$ cat config.mk
export PLATFORM = sky130hd
export DESIGN_NAME = alu16_sequencer
export DESIGN_NICKNAME = d
export VERILOG_FILES = /design/src/rtl/alu16_sequencer.sv
export SDC_FILE = /design/constraint.sdc
export NUM_CORES = 1
export LEC_CHECK = 0
export BUFFER_PORTS_ARGS = -buffer_cell sky130_fd_sc_hd__buf_2
export CORE_MARGIN = 1.5
export CORE_UTILIZATION = 50
export CTS_CLUSTER_DIAMETER = 30
export DETAILED_ROUTE_END_ITERATION = 7
export PLACE_DENSITY = 0.79
export SYNTH_ARGS = -nofsm -noshare
export SYNTH_HDL_FRONTEND = slang
export SYNTH_SLANG_ARGS = --single-unit
$ cat constraint.sdc
create_clock -name clk -period 4.5 [get_ports clk]
set_clock_uncertainty 0.2 [all_clocks]
set_input_delay 0.45 -clock clk [delete_from_list [all_inputs] [get_ports clk]]
set_output_delay 0.45 -clock clk [all_outputs]
set_load 0.01 [all_outputs]
$ cat src/rtl/alu16_sequencer.sv
// Command sequencer for an external combinational alu16: issues single ops or a
// full opcode sweep and queues {Y,N,Z,C,op} results in a show-ahead FIFO.
module alu16_sequencer #(
  parameter int DW    = 16,
  parameter int OPW   = 4,
  parameter int DEPTH = 4
) (
  input  logic           clk,
  input  logic           reset,
  input  logic           cmd_valid,
  output logic           cmd_ready,
  input  logic [DW-1:0]  cmd_r,
  input  logic [DW-1:0]  cmd_s,
  input  logic [OPW-1:0] cmd_op,
  input  logic           sweep_start,
  output logic [DW-1:0]  alu_r,
  output logic [DW-1:0]  alu_s,
  output logic [OPW-1:0] alu_op,
  input  logic [DW-1:0]  alu_y,
  input  logic           alu_n,
  input  logic           alu_z,
  input  logic           alu_c,
  output logic           res_valid,
  input  logic           res_ready,
  output logic [DW-1:0]  res_y,
  output logic           res_n,
  output logic           res_z,
  output logic           res_c,
  output logic [OPW-1:0] res_op,
  output logic           busy,
  output logic           sweep_done
);
  localparam int AW = $clog2(DEPTH);
  localparam int CW = AW + 1;
  localparam logic [CW-1:0]  FULL    = CW'(DEPTH);
  localparam logic [OPW-1:0] LAST_OP = '1;

  typedef enum logic [1:0] {IDLE, EXEC, SW_ISSUE, SW_EXEC} state_t;
  typedef struct packed {
    logic [DW-1:0]  y;
    logic           n;
    logic           z;
    logic           c;
    logic [OPW-1:0] op;
  } res_t;

  state_t         r_state;
  logic [DW-1:0]  r_alu_r, r_alu_s;
  logic [OPW-1:0] r_alu_op, r_cnt;
  logic           r_done;
  res_t           r_mem [DEPTH];
  logic [AW-1:0]  r_wr, r_rd;
  logic [CW-1:0]  r_count;

  logic w_push, w_pop, w_space;
  res_t w_in, w_head;

  assign w_push    = (r_state == EXEC) || (r_state == SW_EXEC);
  assign res_valid = (r_count != '0);
  assign w_pop     = res_valid && res_ready;
  // A pop in the same cycle frees a slot in time for the next push.
  assign w_space   = (r_count < FULL) || w_pop;
  assign cmd_ready = (r_state == IDLE) && (r_count < FULL) && !sweep_start;
  assign w_in      = {alu_y, alu_n, alu_z, alu_c, r_alu_op};
  assign w_head    = res_valid ? r_mem[r_rd] : '0;

  assign alu_r      = r_alu_r;
  assign alu_s      = r_alu_s;
  assign alu_op     = r_alu_op;
  assign busy       = (r_state != IDLE);
  assign sweep_done = r_done;
  assign res_y      = w_head.y;
  assign res_n      = w_head.n;
  assign res_z      = w_head.z;
  assign res_c      = w_head.c;
  assign res_op     = w_head.op;

  always_ff @(posedge clk) begin
    if (reset) begin
      r_state  <= IDLE;
      r_alu_r  <= '0;
      r_alu_s  <= '0;
      r_alu_op <= '0;
      r_cnt    <= '0;
      r_done   <= 1'b0;
    end else begin
      r_done <= 1'b0;
      case (r_state)
        IDLE: begin
          if (sweep_start) begin
            r_alu_r <= cmd_r;
            r_alu_s <= cmd_s;
            r_cnt   <= '0;
            r_state <= SW_ISSUE;
          end else if (cmd_valid && cmd_ready) begin
            r_alu_r  <= cmd_r;
            r_alu_s  <= cmd_s;
            r_alu_op <= cmd_op;
            r_state  <= EXEC;
          end
        end
        EXEC: r_state <= IDLE;
        SW_ISSUE: begin
          if (w_space) begin
            r_alu_op <= r_cnt;
            r_state  <= SW_EXEC;
          end
        end
        SW_EXEC: begin
          if (r_cnt == LAST_OP) begin
            r_done  <= 1'b1;
            r_state <= IDLE;
          end else begin
            r_cnt   <= r_cnt + 1'b1;
            r_state <= SW_ISSUE;
          end
        end
        default: r_state <= IDLE;
      endcase
    end
  end

  always_ff @(posedge clk) begin
    if (reset) begin
      r_wr    <= '0;
      r_rd    <= '0;
      r_count <= '0;
    end else begin
      if (w_push) r_wr <= r_wr + 1'b1;
      if (w_pop)  r_rd <= r_rd + 1'b1;
      case ({w_push, w_pop})
        2'b10:   r_count <= r_count + 1'b1;
        2'b01:   r_count <= r_count - 1'b1;
        default: r_count <= r_count;
      endcase
    end
  end

  // Storage needs no reset: the head is masked to zero while empty.
  always_ff @(posedge clk) begin
    if (!reset && w_push) r_mem[r_wr] <= w_in;
  end
endmodule
* Word-level counts from Yosys, hierarchy flattened
Memories as Yosys holds them, arrays and structs flattened. A register that Yosys moved wholly into a read port is not among the register bits.
Cells that the tools add are included.
** Word-level totals
- Flip-flop bits (word level) :: 50
- RAM bits :: 92
- Input port bits :: 60
- Word-level logic and storage cells :: 73
- Memories kept :: 1
** Cells by class
- Add/subtract/negate cells :: 5
- Magnitude comparators :: 1
- Eq/ne operators :: 12
- Mux-type cells :: 23
- Bitwise logic cells :: 1
- Reductions and logical operators :: 21
** Memory list
- r_mem :: depth 4, bits a word 23, rd ports 1, clocked after Yosys merged registers in 1, wr ports 1, RTL line 51 : res_t r_mem [DEPTH];
** Operators by type and width (number)
- $mux 16 :: 4
- $mux 23 :: 1
- $mux 4 :: 5
- $pmux 4 s2 :: 2
- $mux 2 :: 6
- $reduce_bool 2->1 :: 5
- $ne 2x2->1 const B :: 4
- $pmux 2 s4 :: 1
- $eq 2x2->1 const B :: 3
- $pmux 3 s2 :: 1
- $logic_and 1x1->1 :: 5
- $add 2x1->2 const B :: 2
- $add 4x1->4 const B :: 1
- $eq 2x1->1 const B :: 2
- $eq 4x4->1 const B :: 1
- $reduce_and 2->1 :: 2
- $reduce_and 4->1 :: 1
- $add 3x1->3 const B :: 1
- $lt 3x3->1 const B :: 1
- $mux 1 :: 3
- $ne 3x2->1 const B :: 1
- $reduce_and 3->1 :: 1
- $reduce_bool 3->1 :: 1
- $sub 3x1->3 const B :: 1
- other kinds (6) :: 8

* Depth between registers and ports, before layout
Gate-level depths: netlist of the first run.
- Word-level depth :: 7
- Mapped depth :: 9
- Mapped depth without buffers :: 8

* Worst setup path after synthesis of the first run
Ideal clock, no wire load.
- Kind :: register -> register
- Start :: register r_count[2]
- End :: register r_count[2]
- Library setup time :: 0.070 ns
- Arrival time :: 1.983 ns
- Slack :: 2.246 ns
- Cell stages (with the launch flop) :: 10
- Path buffers :: 1
- Clock period less this slack :: 2.254 ns
- Cell sequence :: dfxtp_1 > or3_1 > clkbuf_1 > and2_1 > ha_1 > inv_1 > fa_1 > xor2_1 > or3_1 > a21oi_1
** Between the ends
- Word-level cells in the longest chain between the ends :: 4
- Elaborated cells on any way between the ends :: 8
- Those cells by class :: 2 x add/sub; 2 x eq/ne; 1 x mux; 3 x reduce/logical
** Ends and longest elaborated chain
- start, declared :: RTL line 53 : logic [CW-1:0] r_count;
- start signal, assigned :: RTL line 132 : 2'b10: r_count <= r_count + 1'b1;
- start signal, assigned :: RTL line 133 : 2'b01: r_count <= r_count - 1'b1;
- start signal, assigned :: RTL line 134 : default: r_count <= r_count;
- $reduce_bool 3->1 * :: RTL line 59 : assign res_valid = (r_count != '0);
- $logic_and 1x1->1 * :: RTL line 60 : assign w_pop = res_valid && res_ready;
- named net w_pop :: RTL line 55 : logic w_push, w_pop, w_space;
- $eq 2x1->1 / $eq 2x2->1 (equally long branches) :: RTL line 131 : case ({w_push, w_pop})
- $pmux 3 s2 / $reduce_bool 2->1 (equally long branches)
The timed path passes the listed nets; every way through them passes the cells marked *.
A chain may end at the register's enable or synchronous reset.

==> summary.md, run 1 <==
| Metric | Value |
|---|---|
| WL final | `11300 um` |
| Post-synth EDFFs | `92` |
| Vias | `3555` |
| Sw Share | `0.267` |
| Combinational share of power | `0.209` |
| Overflow after GRT | `0` |
| Post-route worst setup slack | `1510 ps` |
| Register area | `0.00380 sq mm` |
| Max-slew headroom | `0.194` |
| Most frequent cells in the layout | `buf_2 (122), edfxtp_1 (92), nand2_1 (66)` |
| Hold crit path type | `input port to flop` |
| Critical Path Source Type | `flop` |
| Min Tclk post-route | `2990 ps` |
| Largest net degree at the start of global routing | `50` |
| Least-Margin Pin Slew | `1210 ps` |
| Tot GR Track Use | `0.205` |
| Starting density of the core | `0.511` |
| Synth Area in Simple Gates | `0.106` |
| Leak Pwr | `0.00285 uW` |
| Cell Rows | `38` |
| CTS tree | `yes` |
| Hold path start | `cmd_op[2]` |
| RSZ-0062 raised after global routing | `no` |
| Final ANT Viol Nets | `0` |
| Die ar. | `0.0117 sq mm` |
| CP Max Fanout | `23` |
| Clock power frac | `0.355` |
| Final Max Tran Viols | `0` |
| Peak VDD IR | `273 uV` |
| Pre-antenna DRT Iters | `4` |
| Worst reg2reg setup slack | `1610 ps` |
| WP data required | `3850 ps` |
| Fin cells | `716` |
| Hold Crit Endpoint | `alu_op[2]` |
| Fin crit share | `0.665` |
| Area Growth Syn to Fin | `32.5%` |
| Critical Path AT | `2340 ps` |
| CP Class | `flop to output pin` |
| Clk sinks | `144` |
| Pre-CTS setup slack | `1590 ps` |
| DRC viols | `0` |
| Internal power | `2730 uW` |
| Initial antenna violation count | `0` |
| HPWL after DPL | `6840 um` |
| Largest family of logic cells by synthesized area | `simple AND/OR/NAND/NOR gates` |
| Root buffer cell | `clkbuf_8` |
| Synth Area in Adders | `0.0172` |
| R2r endpoint | `r_count[2]` |
| Post-synth ARST share | `0` |
| Ant. Diodes | `0` |
| MaxCap Viol Count | `0` |
| Clock transition at path regs | `60 ps` |
| GP Congestion | `0.736` |
| Maximum buffer depth of the clock tree | `2` |
| Vias in the first global route | `3693` |
| Post-synthesis mux area share | `0.105` |
| Pwr dens | `509 mW/mm^2` |
| Avg Inst Size Synth | `14.2 sq um` |
| Synthesized area | `0.00552 sq mm` |
| Drt wl/cell | `15.8 um` |
| Chip height | `108 um` |
| Synthesized flop and latch total | `144` |
| Synth Warn # | `0` |
| Multi-input gate area | `0.00159 sq mm` |
| Synth Area in Compound Gates | `0.0476` |
| Worst-skew pair later-pin latency | `510 ps` |
| Num CTS Buffers | `17` |
| Die W | `108 um` |
| Syn_nets | `456` |
| Tot Pwr | `3720 uW` |
| DR iter-0 viols | `140` |
| # port buffers | `122` |
| F_max | `334 MHz` |
| H-tree levels | `4` |
| Distinct cells, synth | `34` |
| Worst reg2reg startpoint | `r_count[2]` |
| Vias per Instance | `4.97` |
| Final Hold Fails | `0` |
| Layout Nets | `630` |
| Core Area | `0.0108 sq mm` |
| Hold path depth | `3` |
| TNS Setup | `0 ps` |
| Setup violators final | `0` |
| Placed cell count | `633` |
| Setup bufs post-CTS | `0` |
| Seq pwr share | `0.435` |
| Outcome | `finished clean` |
| Global-route wire length before repair | `18100 um` |
| Fill count | `737` |
| Commonest non-fill, non-tap cell in the layout | `buf_2` |
| Sequential share of the synthesized area | `0.689` |
| Gate Count Post-Synth | `389` |
| Share of cells above drive strength 1 | `0.311` |
| Reg2Reg Depth | `8` |
| Ys flop type | `edfxtp_1` |
| CP Capture Type | `output pin` |
| P_sw | `991 uW` |
| XOR/XNOR share of the synthesized area | `0.0127` |
| Top-level I/O count | `123` |
==> worst max-delay path by stage <==
stage                             to  depth (start not counted)
after floorplan           r_count[2]                          9
after CTS                  res_y[11]                          3
after detailed placement  r_count[2]                          8
after global placement    r_count[2]                          8
after global routing       res_y[11]                          3
final                      res_op[3]                          3
==> power groups by stage <==
stage | registers, uW | clock network, uW | logic (uW)
floorplan | 1580 | 0 | 551
global route | 1640 | 1400 | 859
detailed placement | 1650 | 0 | 748
finish | 1620 | 1320 | 778
CTS | 1620 | 1350 | 786
global placement | 1640 | 0 | 724
==> logic make-up (layout without fill, tap and decap cells) <==
logic type | after synthesis | count (layout)
XOR/XNOR | 8 | 8
multiplexers | 29 | 29
adder cells (fa/ha/maj) | 7 | 7
flip-flops | 144 | 144
AO/OA/AOI/OAI | 45 | 45
buffers and inverters | 28 | 215
AND/OR/NAND/NOR | 128 | 128
==> registers in the layout (all words and copies together), names as in the netlist, 3 cells and up, named ones only <==
name,flops
alu_s,16
r_cnt,4
r_mem,92
alu_r,16
alu_op,4
r_count,3
==> area by class of cell <==
class / count / area share
well taps: 140 / 0.0240
flip-flops and latches: 144 / 0.521
clock buffers: 18 / 0.0572
clock inverters: 14 / 0.0202
multi-input cells: 217 / 0.218
repair buffers: 176 / 0.156
inverters: 7 / 0.00359
==> critical path, cell delays in order (launching register included) <==
cell	delay, ps
dfxtp_1	1070
mux4_2	430
and2_1	190
buf_2	140
==> synthesized netlist by cell type (2+ instances only) <==
master / count / area (sq um)
a211oi_1: 4 / 30.0
buf_2: 9 / 45.0
buf_4: 2 / 15.0
nor2_1: 20 / 75.1
xnor2_1: 3 / 26.3
or3_1: 2 / 12.5
nor2b_1: 2 / 12.5
inv_1: 7 / 26.3
xor2_1: 5 / 43.8
dfxtp_1: 52 / 1040
buf_1: 2 / 7.51
ha_1: 6 / 75.1
clkbuf_1: 8 / 30.0
nand3_1: 2 / 10.0
a21oi_1: 34 / 170
and2_1: 28 / 175
and3_1: 2 / 12.5
nand2_1: 66 / 248
nand4_1: 2 / 12.5
mux2i_1: 6 / 60.1
mux4_2: 23 / 518
edfxtp_1: 92 / 2760
==> metal layers <==
layer / up-vias / share of wire / track usage
met5: - / 0 / 0
met4: 0 / 0.0045 / 0.0573
met3: 4 / 0.062 / 0.0669
met2: 127 / 0.50 / 0.335
met1: 1677 / 0.44 / 0.263
li1: 1747 / - / -
==> metrics by stage <==
| stage | instance area [sq um] | utilization | hold slack [ps] |
|---|---|---|---|
| after floorplan | 5520 | - | 272 |
| after global placement | 6230 | 0.578 | 241 |
| after detailed placement | 6230 | 0.578 | 245 |
| after CTS | 7310 | 0.677 | 70.3 |
| after global routing | 7310 | 0.677 | 81.0 |
| final | 7310 | 0.677 | 92.7 |
==> what timing repair did <==
| action | CTS | global route |
|---|---|---|
| hold buffers | 51 | 0 |
| hold endpoints to repair | 108 | 0 |
| gates resized for setup | 0 | 0 |
(Power assumes the default switching activity.)
==> inputs of run 2 (changes only) <==
- clock period: 4.5 -> 3.1 ns (I/O delays scaled with it)
==> run 2 against run 1 <==
  * Global-route usage grew 1.3 points
  * Hold slack got worse by 52 ps
  * Core utilization up 0.89 points
  * Sequential share of layout area fell by 0.68 points
  * Worst setup slack worse by 1000 ps
  * Combinational power up 62%
  * Register-to-register slack got worse by 730 ps
  * Sequential power up 40%
  * Power increased by 46%
  * Design area rose by 1.3%
  * Routed wire length rose by 6.3%
  * Critical path type unchanged
==> summary.md, run 2 (synthesized netlist as in run 1, its figures left out) <==
| Metric | Value |
|---|---|
| Leak Pwr | `0.00289 uW (+1.4%)` |
| Most flops, register | `r_mem` |
| Overflow after GRT | `0 (unchanged)` |
| Final Max Tran Viols | `0 (unchanged)` |
| Share of cells above drive strength 1 | `0.320 (+0.00896)` |
| Final Hold Fails | `0 (unchanged)` |
| Vias per Instance | `5.21 (+4.9%)` |
| Setup violators final | `0 (unchanged)` |
| Root buffer cell | `clkbuf_8` |
| Multi-input gate area | `0.00159 sq mm (unchanged)` |
| Maximum buffer depth of the clock tree | `2 (unchanged)` |
| Vias in the first global route | `3931 (+6.4%)` |
| Register area | `0.00380 sq mm (unchanged)` |
| Max reg flops | `92 (unchanged)` |
| Fin crit share | `0.851` |
| Worst setup path endpoint | `res_op[3]` |
| Most frequent cells in the layout | `buf_2 (122), edfxtp_1 (92), nand2_1 (66)` |
| Cell Rows | `38 (unchanged)` |
| Tot GR Track Use | `0.218 (+0.0133)` |
| Worst reg2reg startpoint | `r_count[2]` |
| Final ANT Viol Nets | `0 (unchanged)` |
| Global-route wire length before repair | `19100 um (+5.7%)` |
| CTS tree | `yes` |
| Peak VDD IR | `375 uV (+37%)` |
| DR iter-0 viols | `203 (+45%)` |
| Pwr dens | `731 mW/mm^2 (+44%)` |
| Reg2Reg Depth | `8 (unchanged)` |
| Area Growth Syn to Fin | `34.2%` |
| Vias | `3791 (+6.6%)` |
| Die W | `108 um (unchanged)` |
| Fill count | `709 (-3.8%)` |
| CP Class | `flop to output pin` |
| Largest net degree at the start of global routing | `49 (-2.0%)` |
| TNS Setup | `0 ps (unchanged)` |
| R2r endpoint | `r_count[2]` |
| Top-level I/O count | `123 (unchanged)` |
| # port buffers | `122 (unchanged)` |
| WHS | `40.8 ps (-51.9 ps)` |
| Layout Nets | `642 (+1.9%)` |
| GP Congestion | `0.760 (+3.2%)` |
| CP Capture Type | `output pin` |
| Outcome | `finished clean` |
| RSZ-0062 raised after global routing | `no` |
| Drt wl/cell | `16.5 um (+4.6%)` |
| Hold crit path type | `input port to flop` |
| H-tree levels | `4 (unchanged)` |
| WL final | `12000 um (+6.3%)` |
| Critical Path AT | `2130 ps (-210 ps)` |
| Min Tclk post-route | `2640 ps` |
| Starting density of the core | `0.511 (unchanged)` |
| Finished Cell Area | `0.00741 sq mm (+1.3%)` |
| HPWL after DPL | `6720 um (-1.7%)` |
| Die ar. | `0.0117 sq mm (unchanged)` |
| Least-Margin Pin Slew | `529 ps (-679 ps)` |
| Area after DPL | `0.00629 sq mm (+0.84%)` |
| Pre-antenna DRT Iters | `4 (unchanged)` |
| Worst-skew pair later-pin latency | `500 ps (about the same)` |
| F_max | `379 MHz` |
| Commonest non-fill, non-tap cell in the layout | `buf_2` |
| Setup bufs post-CTS | `0 (unchanged)` |
| Initial antenna violation count | `0 (unchanged)` |
| Core Area | `0.0108 sq mm (unchanged)` |
| Num CTS Buffers | `17 (unchanged)` |
| Final Util | `0.686 (+0.00893)` |
| Chip height | `108 um (unchanged)` |
| DRC viols | `0 (unchanged)` |
| Critical Path Source Type | `flop` |
| Max-slew headroom | `0.647 (+0.452)` |
| Clock transition at path regs | `60 ps (about the same)` |
| MaxCap Viol Count | `0 (unchanged)` |
| Clk sinks | `144 (unchanged)` |
| Ant. Diodes | `0 (unchanged)` |
| WP data required | `2590 ps (-1260 ps)` |
| CP Max Fanout | `23 (unchanged)` |
| Worst reg2reg setup slack | `880 ps (-730 ps)` |
## run 2: cell count changes in the layout (fill, tap and decap cells not counted), moves of 2 or more
cell and change:
buf_4 +7, dlygate4sd3_1 +5, clkinv_1 -3, clkinv_2 -3
inv_6 +3, clkinvlp_4 +2
## run 2: metrics by stage
step	cells	power [uW]	setup WS [ps]
floorplan	389	3100	846
global route	728	5680	345
detailed placement	640	3510	866
CTS	728	5470	401
finish	728	5410	461
global placement	640	3470	971
## run 2: repair_timing
item	4_1_cts	5_1_grt
endpoints found under the setup margin	0	0
hold buffers	56	0
endpoints found under the hold margin	113	0
resized for setup	0	0
## run 2: critical path, cell delays in order, from the launching register on
cell	delay (ps)
dfxtp_2	310
buf_4	400
mux4_2	580
and2_1	190
buf_2	140
## run 2: power by group
group,total [uW],internal [uW],switching [uW]
Combinational,1260,605,652
Sequential,2260,2180,84.5
Clock,1890,1140,750
Total,5410,3930,1490
## run 2: how the worst min path moves through the flow
| stage | cells past startpoint | endpoint | startpoint | slack, ps |
|---|---|---|---|---|
| floorplan | 0 | r_mem[0][10] | alu_y[3] | 210 |
| global placement | 2 | alu_s[15] | alu_s[15] | 240 |
| detailed placement | 2 | alu_s[15] | alu_s[15] | 250 |
| CTS | 4 | r_state[1] | sweep_start | 20 |
| global route | 4 | r_state[1] | sweep_start | 30 |
| finish | 3 | r_cnt[0] | sweep_start | 40 |
## run 2: area by class of cell
| class | count | share of cell area |
|---|---|---|
| repair buffers | 188 | 0.168 |
| clock inverters | 13 | 0.0186 |
| flip-flops and latches | 144 | 0.514 |
| well taps | 140 | 0.0237 |
| clock buffers | 19 | 0.0569 |
| inverters | 7 | 0.00355 |
| multi-input cells | 217 | 0.215 |
## run 2: routing by layer
metal	vias up	GRT usage	share of wire
li1	1768	-	-
met1	1859	0.261	0.40
met2	152	0.388	0.53
met3	12	0.0530	0.060
met4	0	0.0677	0.0095
met5	-	0	0
